==> src/rtl/hdmi_test_pattern_pkg.sv <==
// Shared types and colour constants for the HDMI test pattern source.
// Pattern codes, bar colour table and fixed colours.
package hdmi_test_pattern_pkg;

  typedef enum logic [2:0] {
    BORDER   = 3'd0,
    BARS     = 3'd1,
    CHECKER  = 3'd2,
    GRADIENT = 3'd3,
    BOX      = 3'd4
  } pattern_t;

  localparam logic [23:0] BLACK = 24'h000000;
  localparam logic [23:0] WHITE = 24'hFFFFFF;
  localparam logic [23:0] GREY  = 24'h808080;
  localparam logic [23:0] BLUE  = 24'h0000FF;

  // Index 0 is the leftmost bar (white), index 7 the rightmost (black).
  localparam logic [7:0][23:0] BAR_TABLE = {
    24'h000000, 24'h0000FF, 24'hFF0000, 24'hFF00FF,
    24'h00FF00, 24'h00FFFF, 24'hFFFF00, 24'hFFFFFF
  };

endpackage

==> src/rtl/hdmi_test_pattern_box.sv <==
// Bouncing box position, stepped once per frame-end strobe.
// Each axis bounces independently inside the active screen area.
module hdmi_test_pattern_box #(
  parameter int BIT_WIDTH  = 10,
  parameter int BIT_HEIGHT = 10,
  parameter int BOX_SIZE   = 32,
  parameter int BOX_STEP   = 2
) (
  input  logic                  clk_pixel,
  input  logic                  reset_n,
  input  logic [BIT_WIDTH-1:0]  screen_width,
  input  logic [BIT_HEIGHT-1:0] screen_height,
  input  logic                  fe,
  output logic [BIT_WIDTH-1:0]  bx,
  output logic [BIT_HEIGHT-1:0] by
);

  localparam logic [BIT_WIDTH:0]  XS = (BIT_WIDTH+1)'(BOX_SIZE);
  localparam logic [BIT_WIDTH:0]  XT = (BIT_WIDTH+1)'(BOX_STEP);
  localparam logic [BIT_HEIGHT:0] YS = (BIT_HEIGHT+1)'(BOX_SIZE);
  localparam logic [BIT_HEIGHT:0] YT = (BIT_HEIGHT+1)'(BOX_STEP);

  logic [BIT_WIDTH:0]    px, sw;
  logic [BIT_HEIGHT:0]   py, sh;
  logic [BIT_WIDTH-1:0]  bx_n;
  logic [BIT_HEIGHT-1:0] by_n;
  logic                  dx, dy, dx_n, dy_n;

  // Direction bit: 0 = moving +, 1 = moving -.
  always_comb begin
    px   = {1'b0, bx};
    py   = {1'b0, by};
    sw   = {1'b0, screen_width};
    sh   = {1'b0, screen_height};
    bx_n = bx;
    by_n = by;
    dx_n = dx;
    dy_n = dy;
    if (sw <= XS + XT) begin
      bx_n = '0;
      dx_n = 1'b0;
    end else if (!dx) begin
      if (px + XS + XT > sw) begin
        dx_n = 1'b1;
        bx_n = BIT_WIDTH'(px - XT);
      end else begin
        bx_n = BIT_WIDTH'(px + XT);
      end
    end else if (px < XT) begin
      dx_n = 1'b0;
      bx_n = BIT_WIDTH'(px + XT);
    end else begin
      bx_n = BIT_WIDTH'(px - XT);
    end
    if (sh <= YS + YT) begin
      by_n = '0;
      dy_n = 1'b0;
    end else if (!dy) begin
      if (py + YS + YT > sh) begin
        dy_n = 1'b1;
        by_n = BIT_HEIGHT'(py - YT);
      end else begin
        by_n = BIT_HEIGHT'(py + YT);
      end
    end else if (py < YT) begin
      dy_n = 1'b0;
      by_n = BIT_HEIGHT'(py + YT);
    end else begin
      by_n = BIT_HEIGHT'(py - YT);
    end
  end

  always_ff @(posedge clk_pixel or negedge reset_n) begin
    if (!reset_n) begin
      bx <= '0;
      by <= '0;
      dx <= 1'b0;
      dy <= 1'b0;
    end else if (fe) begin
      bx <= bx_n;
      by <= by_n;
      dx <= dx_n;
      dy <= dy_n;
    end
  end

endmodule

==> src/rtl/hdmi_test_pattern.sv <==
// Test pattern video source feeding hdmi: border, bars, checker,
// gradient and bouncing box, switched only on frame boundaries.
module hdmi_test_pattern #(
  parameter int BIT_WIDTH          = 10,
  parameter int BIT_HEIGHT         = 10,
  parameter int FRAMES_PER_PATTERN = 120,
  parameter int BOX_SIZE           = 32,
  parameter int BOX_STEP           = 2
) (
  input  logic                  clk_pixel,
  input  logic                  reset_n,
  input  logic [BIT_WIDTH-1:0]  cx,
  input  logic [BIT_HEIGHT-1:0] cy,
  input  logic [BIT_WIDTH-1:0]  frame_width,
  input  logic [BIT_HEIGHT-1:0] frame_height,
  input  logic [BIT_WIDTH-1:0]  screen_width,
  input  logic [BIT_HEIGHT-1:0] screen_height,
  input  logic [2:0]            pattern_sel,
  input  logic                  auto_cycle,
  output logic [23:0]           rgb,
  output logic [2:0]            pattern_id,
  output logic                  frame_start
);

  import hdmi_test_pattern_pkg::*;

  localparam int DW = $clog2(FRAMES_PER_PATTERN + 1);
  localparam logic [DW-1:0] DWELL_LAST = DW'(FRAMES_PER_PATTERN - 1);
  localparam logic [BIT_WIDTH:0]  BSX = (BIT_WIDTH+1)'(BOX_SIZE);
  localparam logic [BIT_HEIGHT:0] BSY = (BIT_HEIGHT+1)'(BOX_SIZE);

  logic                  fe, origin, active, in_box;
  logic [2:0]            pat;
  logic [DW-1:0]         dwell;
  logic [7:0]            frame_count;
  logic [BIT_WIDTH-1:0]  bar_w, bar_cnt, cur_cnt;
  logic [2:0]            bar_idx, cur_idx;
  logic [BIT_WIDTH-1:0]  bx;
  logic [BIT_HEIGHT-1:0] by;
  logic [23:0]           color;

  assign fe = (cx == frame_width - 1'b1) &&
              (cy == frame_height - 1'b1);
  assign origin = (cx == '0) && (cy == '0);
  assign active = (cx < screen_width) && (cy < screen_height);

  hdmi_test_pattern_box #(
    .BIT_WIDTH (BIT_WIDTH),
    .BIT_HEIGHT(BIT_HEIGHT),
    .BOX_SIZE  (BOX_SIZE),
    .BOX_STEP  (BOX_STEP)
  ) u_box (
    .clk_pixel    (clk_pixel),
    .reset_n      (reset_n),
    .screen_width (screen_width),
    .screen_height(screen_height),
    .fe           (fe),
    .bx           (bx),
    .by           (by)
  );

  always_ff @(posedge clk_pixel or negedge reset_n) begin
    if (!reset_n) begin
      pat         <= 3'd0;
      dwell       <= '0;
      frame_count <= '0;
      bar_w       <= '0;
    end else if (fe) begin
      frame_count <= frame_count + 8'd1;
      bar_w       <= screen_width >> 3;
      if (!auto_cycle) begin
        pat   <= pattern_sel;
        dwell <= '0;
      end else if (dwell == DWELL_LAST) begin
        dwell <= '0;
        pat   <= (pat >= 3'd4) ? 3'd0 : pat + 3'd1;
      end else begin
        dwell <= dwell + 1'b1;
      end
    end
  end

  // Bar index tracks the scan without a divider; cx==0 restarts it.
  always_comb begin
    cur_cnt = (cx == '0) ? '0 : bar_cnt;
    cur_idx = (cx == '0) ? 3'd0 : bar_idx;
  end

  always_ff @(posedge clk_pixel or negedge reset_n) begin
    if (!reset_n) begin
      bar_cnt <= '0;
      bar_idx <= 3'd0;
    end else if (cur_cnt == bar_w - 1'b1) begin
      bar_cnt <= '0;
      bar_idx <= (cur_idx == 3'd7) ? cur_idx : cur_idx + 3'd1;
    end else begin
      bar_cnt <= cur_cnt + 1'b1;
      bar_idx <= cur_idx;
    end
  end

  assign in_box = ({1'b0, cx} >= {1'b0, bx}) &&
                  ({1'b0, cx} <  {1'b0, bx} + BSX) &&
                  ({1'b0, cy} >= {1'b0, by}) &&
                  ({1'b0, cy} <  {1'b0, by} + BSY);

  always_comb begin
    color = GREY;
    case (pat)
      BORDER: color = {
        (cx == '0) ? 8'hFF : 8'h00,
        (cy == '0) ? 8'hFF : 8'h00,
        ((cx == screen_width - 1'b1) ||
         (cy == screen_height - 1'b1)) ? 8'hFF : 8'h00
      };
      BARS:     color = (bar_w == '0) ? BLACK : BAR_TABLE[cur_idx];
      CHECKER:  color = (cx[5] ^ cy[5]) ? WHITE : BLACK;
      GRADIENT: color = {cx[7:0], cy[7:0], frame_count};
      BOX:      color = in_box ? WHITE : BLUE;
      default:  color = GREY;
    endcase
  end

  always_ff @(posedge clk_pixel or negedge reset_n) begin
    if (!reset_n) begin
      rgb         <= BLACK;
      pattern_id  <= 3'd0;
      frame_start <= 1'b0;
    end else begin
      rgb         <= active ? color : BLACK;
      pattern_id  <= pat;
      frame_start <= origin;
    end
  end

endmodule

==> config.mk <==
export PLATFORM = sky130hd
export DESIGN_NAME = hdmi_test_pattern
export DESIGN_NICKNAME = d
export VERILOG_FILES = /design/src/rtl/hdmi_test_pattern_pkg.sv /design/src/rtl/hdmi_test_pattern_box.sv /design/src/rtl/hdmi_test_pattern.sv
export SDC_FILE = /design/constraint.sdc
export NUM_CORES = 1
export LEC_CHECK = 0
export CAP_MARGIN = 25
export CORE_ASPECT_RATIO = 0.9
export CORE_MARGIN = 3
export CORE_UTILIZATION = 55
export DETAILED_ROUTE_END_ITERATION = 6
export PLACE_DENSITY_LB_ADDON = 0.05
export SYNTH_ARGS = -nofsm -noshare
export SYNTH_HDL_FRONTEND = slang
export SYNTH_SLANG_ARGS = --single-unit
==> constraint.sdc <==
create_clock -name clk_pixel -period 6.5 [get_ports clk_pixel]
set_clock_uncertainty 0.2 [all_clocks]
set_input_delay 1.95 -clock clk_pixel [delete_from_list [all_inputs] [get_ports clk_pixel]]
set_output_delay 1.95 -clock clk_pixel [all_outputs]
set_load 0.01 [all_outputs]
# --- Yosys cells after proc, flatten, opt, wreduce, memory -nomap -nowiden ---
# Memories as Yosys holds them, arrays and structs flattened.
# Cells that the tools add are included.
word_totals:
  register_bits: 88
  romBits: 192
  input_bits: 66
  output_inout_bits: 28
  elab_cells: 106
  mem_count: 1
memory_table:
  columns: ["memory", "depth", "width", "read_ports", "rd_ports_with_merged_regs", "wr", "line", "text"]
  rows:
  - ["(name not given)", 8, 24, 1, 0, 0, "hdmi_test_pattern.sv:116", "BARS: color = (bar_w == '0) ? BLACK : BAR_TABLE[cur_idx];"]
classes:
  add_sub_neg: 18
  order_cmp: 14
  n_eq_ne: 12
  mux: 35
  bitwise: 1
  reduce_logical: 12
ops:
  columns: ["op", "n"]
  rows:
  - ["$mux W24", 5]
  - ["$pmux W24 S5", 1]
  - ["$mux W10", 10]
  - ["$eq A10 B10 Y1", 5]
  - ["$sub A10 B1 Y10 const B", 4]
  - ["$logic_not A10 Y1", 3]
  - ["$mux W8", 3]
  - ["$add A10 B6 Y11 const B", 2]
  - ["$add A11 B2 Y11 const B", 2]
  - ["$gt A11 B10 Y1", 2]
  - ["$lt A10 B11 Y1", 2]
  - ["$add A10 B2 Y10 const B", 2]
  - ["$ge A10 B10 Y1", 2]
  - ["$le A10 B6 Y1 const B", 2]
  - ["$lt A10 B10 Y1", 2]
  - ["$lt A10 B2 Y1 const B", 2]
  - ["$sub A10 B2 Y10 const B", 2]
  - ["$mux W3", 6]
  - ["$mux W7", 2]
  - ["$add A10 B1 Y10 const B", 1]
  - ["$add A8 B1 Y8 const B", 1]
  - ["$mux W1", 8]
  - ["$sub A7 B1 Y8 const B", 1]
  - ["$add A7 B1 Y7 const B", 1]
  - ["13 further kinds", 21]

# --- Longest topological paths before layout ---
depth:
  depth_word: 8
  ltp_mapped: 18
  ltp_nobuf: 15

# --- Hierarchy ---
# From an unflattened synthesis, not the netlist that was laid out.
unflattened:
  cells_unflattened: 1042
  hier_area_um2: 8604.5
by_module_without_submodules:
  columns: ["module", "instances", "cells_each", "area_per_inst_um2", "seq_area_each_um2"]
  rows:
  - ["hdmi_test_pattern", 1, 717, 6211.0, 1651.6]
  - ["hdmi_test_pattern_box", 1, 325, 2393.5, 500.5]

# --- Least setup slack after synthesis ---
# Ideal clock, no wire load.
synth_timing:
  kind: "input-to-reg"
  from: "input port cx[2]"
  to: "register bar_idx[0]"
  setup_time_ns: 0.123
  arrival_time_ns: 4.023
  required_time_ns: 6.177
  setup_slack_ns: 2.154
  cell_stages: 10
  n_path_buf: 2
  cell_sequence: "clkbuf_2 -> nor4_1 -> nand3_1 -> and2_1 -> xnor2_1 -> or3_1 -> nor4_4 -> or2_2 -> buf_2 -> a21oi_1"
synth_between:
  elab_chain_len: 5
  word_cells_on_any_way: 8
  classes_between: "add/sub: 1; eq/ne: 2; mux: 4; reduce/logical: 1"
synth_lines:
  columns: ["item", "line", "text"]
  rows:
  - ["start, declared", "hdmi_test_pattern.sv:12", "input logic [BIT_WIDTH-1:0] cx,"]
  - ["$logic_not A10 Y1 (*)", "hdmi_test_pattern.sv:85, hdmi_test_pattern.sv:86", null]
  - ["$mux W3", "hdmi_test_pattern.sv:86", "cur_idx = (cx == '0) ? 3'd0 : bar_idx;"]
  - ["$add A3 B1 Y3 or $eq A3 B3 Y1 (tied branches)", "hdmi_test_pattern.sv:95", "bar_idx <= (cur_idx == 3'd7) ? cur_idx : cur_idx + 3'd1;"]
  - ["$mux W3", "hdmi_test_pattern.sv:95", null]
  - ["$mux W3 (*)", "hdmi_test_pattern.sv:93", "end else if (cur_cnt == bar_w - 1'b1) begin"]
  - ["end signal, assigned", "hdmi_test_pattern.sv:95", null]
  - ["end signal, assigned", "hdmi_test_pattern.sv:98", "bar_idx <= cur_idx;"]
  - ["end, declared", "hdmi_test_pattern.sv:37", "logic [2:0] bar_idx, cur_idx;"]
# Mark *: on every way between the ends. The rest lies on a longest branch, timed or not.
# A chain may end at the register's enable or synchronous reset.

# --- Worst setup path after layout ---
layout_timing:
  from: "input port cx[7]"
  to: "register bar_idx[0]"
# Same word-level chain as after synthesis.

==> flow_summary.toml <==
[outcome]
outcome = "complete, no violations"

[synth]
synth_fp_nets = 1074
yosys.area.top_type_share = 0.277
synth_top_cell_by_area = "dfrtp_1"
yosys-top-cells-area = "dfrtp_1, ha_1, xnor2_1"
synth_cell_types = 77
syn_inst = 917
synth_edf_count = 0
yosysWarnings = 0
synth-seq-cells = 86
synth_ff_type = "dfrtp_1"
avgSynthCellArea_um2 = 8.46
seq_area_frac_synth = 0.277
syn_area_mm2 = 0.00776
async_reset_ff_frac = 1.00

[timing]
worst-slew-pin-transition_ps = 778
finalHoldViolCount = 0
layout_min_cycle_time_ps = 5310
setup_ws_ps = 1190
slew_headroom = 0.481
max_freq_mhz = 188
report.final.slew_viol_count = 0
period_share = 0.817
holdWs_ps = 268
setup_viol = 0
rsz0062_at_grt = "false"
tns_ps = 0

[worst_setup_path]
r2r_cells = 14
crit_end = "bar_idx[0]"
cp_max_fo = 16
critPathLaunchType = "primary input"
worstSetupPathType = "primary input to flop"
r2r-start = "u_box.bx[5]"
crit_chain = "clkdlybuf4s50_1 > nor4_1 > nand3_1 > and2_1 > xnor2_1 > or3_1 > nor4_4 > or2_2 > a21oi_1"
worstPathArrival_ps = 5340
path_delay_family = "simple AND/OR/NAND/NOR gates"
worst-path-stages = 9
r2r-end = "u_box.bx[9]"
end_kind = "flop"
required_ps = 6530
slowest_stage = "clkdlybuf4s50_1"
critical_path_buf_inv_count = 1
slowest_delay_ps = 670
crit_start = "cx[7]"
rrSetupSlack_ps = 2280

[global_route]
grt_pass1_wl_mm = 34.6
gr-total-overflow = 0
grt_usage = 0.270
antenna_found_initial = 0
grt_max_degree = 61
grt_pass1_vias = 6627

[clocking]
cts_max_level = 3
cts_setup_buffers = 0
cts-root-buf = "clkbuf_16"
max-clock-path-buffers = 2
clock_latency_ps = 350
post_cts_resized = 0
holdBufCountCts = 0
clk_pin_slew_ps = 70
cts_buffers = 9
cts_num_sinks = 86
cts_tree = "built"

[die]
num_io_pins = 94
initial_core_util = 0.572
core_mm2 = 0.0136
die-area_mm2 = 0.0156
rows = 40
die_x_um = 131
die_height_um = 119

[drt]
drcViolationCount = 0
dr.first_iter.drc_count = 502
wl_per_cell_um = 17.4
vias_per_cell = 5.83
drt_wl_total_mm = 20.8
num_vias = 6968
drt_pass1_iterations = 5
ant_nets = 0

[power]
p_seq_frac = 0.413
ir_drop_mv = 0.137
power_density_mw_per_mm2 = 157
internal_power_mw = 1.01
combPwrFrac = 0.209
sw_frac_of_total = 0.297
power.switching_mw = 0.427
p_leak_nw = 3.90
clkPwrFrac = 0.379

[cells_and_area]
final_common_cell = "clkdlybuf4s50_1"
final_cell_mix = "clkdlybuf4s50_1, ha_1, dfrtp_1"
drive_above_1_share = 0.0537
nets = 1158
diodes = 0
final_cells = 1195
syn2layout_area_growth_pct = 18.2

[place]
dpl_worst_slack_ps = 892
dp_hpwl_mm = 16.3
gp_congestion = 0.925
io_buffers = 93
dp.cells = 1178

[worst_hold_path]
hp-class = "flop to flop"

[run]
max-cap-violations = 0
==> cells in the mapped netlist (16+ instances only) <==
library cell and n:
o21ai_0 49, a21oi_1 63, o21a_1 18, nand2_1 77, nor2_1 57, clkbuf_1 16
and3_1 16, ha_1 91, nor4_1 16, dfrtp_1 86, nand3_1 34, xnor2_1 57
inv_1 64, nor3_1 28, xor2_1 27
==> through the flow <==
stage,util,instance area [um2],power (mW)
floorplan,-,7760,0.773
global placement,0.651,8840,0.896
detailed placement,0.653,8850,0.897
CTS,0.675,9160,1.44
global route,0.676,9170,1.51
finish,0.676,9170,1.43
==> area by class of cell <==
cell class                 count  area, um2
clock inverter                 6       67.6
inverter                      65        244
tap                          189        236
fill                        1163       4400
clock buffer                  10        239
timing repair buffer         103       1010
multi-input combinational    736       5220
sequential                    86       2150
==> registers in the layout, indices dropped and copies added, names as in the netlist <==
signal,count
frame_count,8
bar_w,7
rgb,24
u_box.dy,1
dwell,7
u_box.by,9
u_box.dx,1
u_box.bx,9
bar_cnt,10
frame_start,1
bar_idx,3
pat,3
pattern_id,3
==> logic make-up after synthesis <==
group,Yosys count,synth area share
fa+ha+maj,92,0.148
compound gates,222,0.184
xor+xnor,85,0.0984
mux,12,0.0160
simple gates,325,0.226
buf+inv,95,0.0502
flops,86,0.277
==> metal layers <==
metal / vias up / GRT usage / wire [um]
met2: 145 / 0.434 / 9660
li1: 3483 / - / -
met3: 27 / 0.0374 / 814
met4: 0 / 0.0676 / 318
met1: 3313 / 0.386 / 10100
met5: - / 0 / 0
==> worst min-delay path by stage <==
stage / startpoint / endpoint / slack (ps) / cells after the start
final: pat[2] / pattern_id[2] / 270 / 0
after global routing: pat[2] / pattern_id[2] / 290 / 0
after CTS: pat[2] / pattern_id[2] / 280 / 0
after detailed placement: pat[2] / pattern_id[2] / 260 / 0
after global placement: pat[1] / pattern_id[1] / 260 / 0
after floorplan: pat[2] / pattern_id[2] / 210 / 0
==> power by group through the flow <==
stage	Clock (mW)	Combinational (mW)	Sequential (mW)
5_1_grt	0.575	0.334	0.596
3_3_place_gp	0	0.295	0.601
6_report	0.543	0.299	0.592
3_5_place_dp	0	0.296	0.601
4_1_cts	0.555	0.299	0.591
2_1_floorplan	0	0.181	0.592
(Power assumes the default switching activity.)
==> RTL edit, RTL diff (same flow settings) <==
The parameter `FRAMES_PER_PATTERN` goes from 120 to 240.
--- a/src/rtl/hdmi_test_pattern.sv
+++ b/src/rtl/hdmi_test_pattern.sv
@@ -3,7 +3,7 @@
 module hdmi_test_pattern #(
   parameter int BIT_WIDTH          = 10,
   parameter int BIT_HEIGHT         = 10,
-  parameter int FRAMES_PER_PATTERN = 120,
+  parameter int FRAMES_PER_PATTERN = 240,
   parameter int BOX_SIZE           = 32,
   parameter int BOX_STEP           = 2
 ) (
Function: same outputs for any inputs over 4 cycles, from zero or initial values and one cycle with reset_n low; that may be too few to reach the edited logic, so the function may still have changed.
==> RTL edit against the unedited design <==
  * Final cell count shrank 2.6%
  * Count of clock-buffer cells in the layout is 1 lower
  * Utilization fell by 0.47 points
  * Cell area decreased by 1.1%
  * Routed wire length is 0.26% higher
  * Power up 5.7%
  * Area after synthesis is 1.0% lower
  * Sequential cell count is 1 higher
  * Setup slack improved by 190 ps
  * Largest cell class unchanged
==> RTL edit: results (changes against the unedited design) <==
Synthesis
The count of different cell masters after synthesis was 68 (was 77). Leading cell types by count after synthesis: 91 x sky130_fd_sc_hd__ha_1, 87 x sky130_fd_sc_hd__dfrtp_1, 71 x sky130_fd_sc_hd__nand2_1 (was 91 x sky130_fd_sc_hd__ha_1, 86 x sky130_fd_sc_hd__dfrtp_1, 77 x sky130_fd_sc_hd__nand2_1). The number of cells produced by synthesis is 911 (was 917). The area of the mapped netlist is 7680 um2 (was 7760 um2).

The part of the Yosys area used for sequential elements is 0.284 (was 0.277). The xor and xnor area share after synthesis was 0.105 (was 0.0984).

Cells and area
The number of sequential cells in the layout came to 87 (was 86). The final cell count without fillers was 1164 (was 1195). The buffering overhead was 0.112 (was 0.110).

The number of multi-input combinational cells in the layout came to 723 (was 736). The fraction of final layout cells sized beyond drive strength 1 is 0.0492 (was 0.0537). The fraction of area in clock buffers and inverters is 0.0348 (was 0.0334).

The non-clock buffer total of the final layout is 105 (was 103). The number of nets in the layout is 1148 (was 1158).

GRT
The via count of the first global-routing pass was 6621 (was 6627). The met1 capacity usage during global routing is 0.406 (was 0.386). The global-route wire length before repair is 34100 um (was 34600 um). The met2 capacity usage during global routing is 0.420 (was 0.434).

The maximum number of pins on one net before global-route repair came to 56 (was 61).

Power
The leakage power is 3.96 nW (was 3.90 nW). The largest voltage drop on the vdd net is 0.000143 V (was 0.000137 V). The clock-net power is 0.562 mW (was 0.543 mW).

The power in sequential cells is 0.618 mW (was 0.592 mW).

Route
The routed length on met1 is 9860 um (was 10100 um). The total met3 wirelength after detailed routing came to 1260 um (was 814 um). The first-iteration detailed-routing DRC count was 486 (was 502). The detailed-router iteration count before antenna repair is 6 (was 5). The routed wire length on met2 is 9430 um (was 9660 um). The average via count per standard cell is 6.01 (was 5.83).

Run status
Status: completed (unchanged).

Placement
The HPWL after detailed placement is 16100 um (was 16300 um). The worst setup slack before clock tree synthesis is 1040 ps (was 892 ps).

Critical path
The stage delay of the slowest cell on the critical path was 550 ps (was 670 ps).
==> RTL edit: cell types whose count changed in the layout (fill, tap and decap cells not counted), sizes merged, moves of 5 or more <==
cell / change
xor2: +12
xnor2: -5
nor3: +8
nand2: -6
mux2: +5
nand3: +7
o21a: -9
o21ai: -7
a21oi: -10
==> RTL edit: worst paths after layout <==
path	slack (ps)	cells after the start	end	start
min reg2reg	270	1	frame_count[7]$_DFFE_PN0P_	frame_count[7]$_DFFE_PN0P_
max in group asynchronous	3720	2	dwell[2]$_DFFE_PN0P_	reset_n
min in group asynchronous	1430	1	bar_cnt[6]$_DFF_PN0_	reset_n
min	270	1	frame_count[7]$_DFFE_PN0P_	frame_count[7]$_DFFE_PN0P_
max	1380	9	bar_idx[1]$_DFF_PN0_	cx[0]
max reg2reg	2310	16	u_box.by[7]$_DFFE_PN0P_	u_box.by[5]$_DFFE_PN0P_
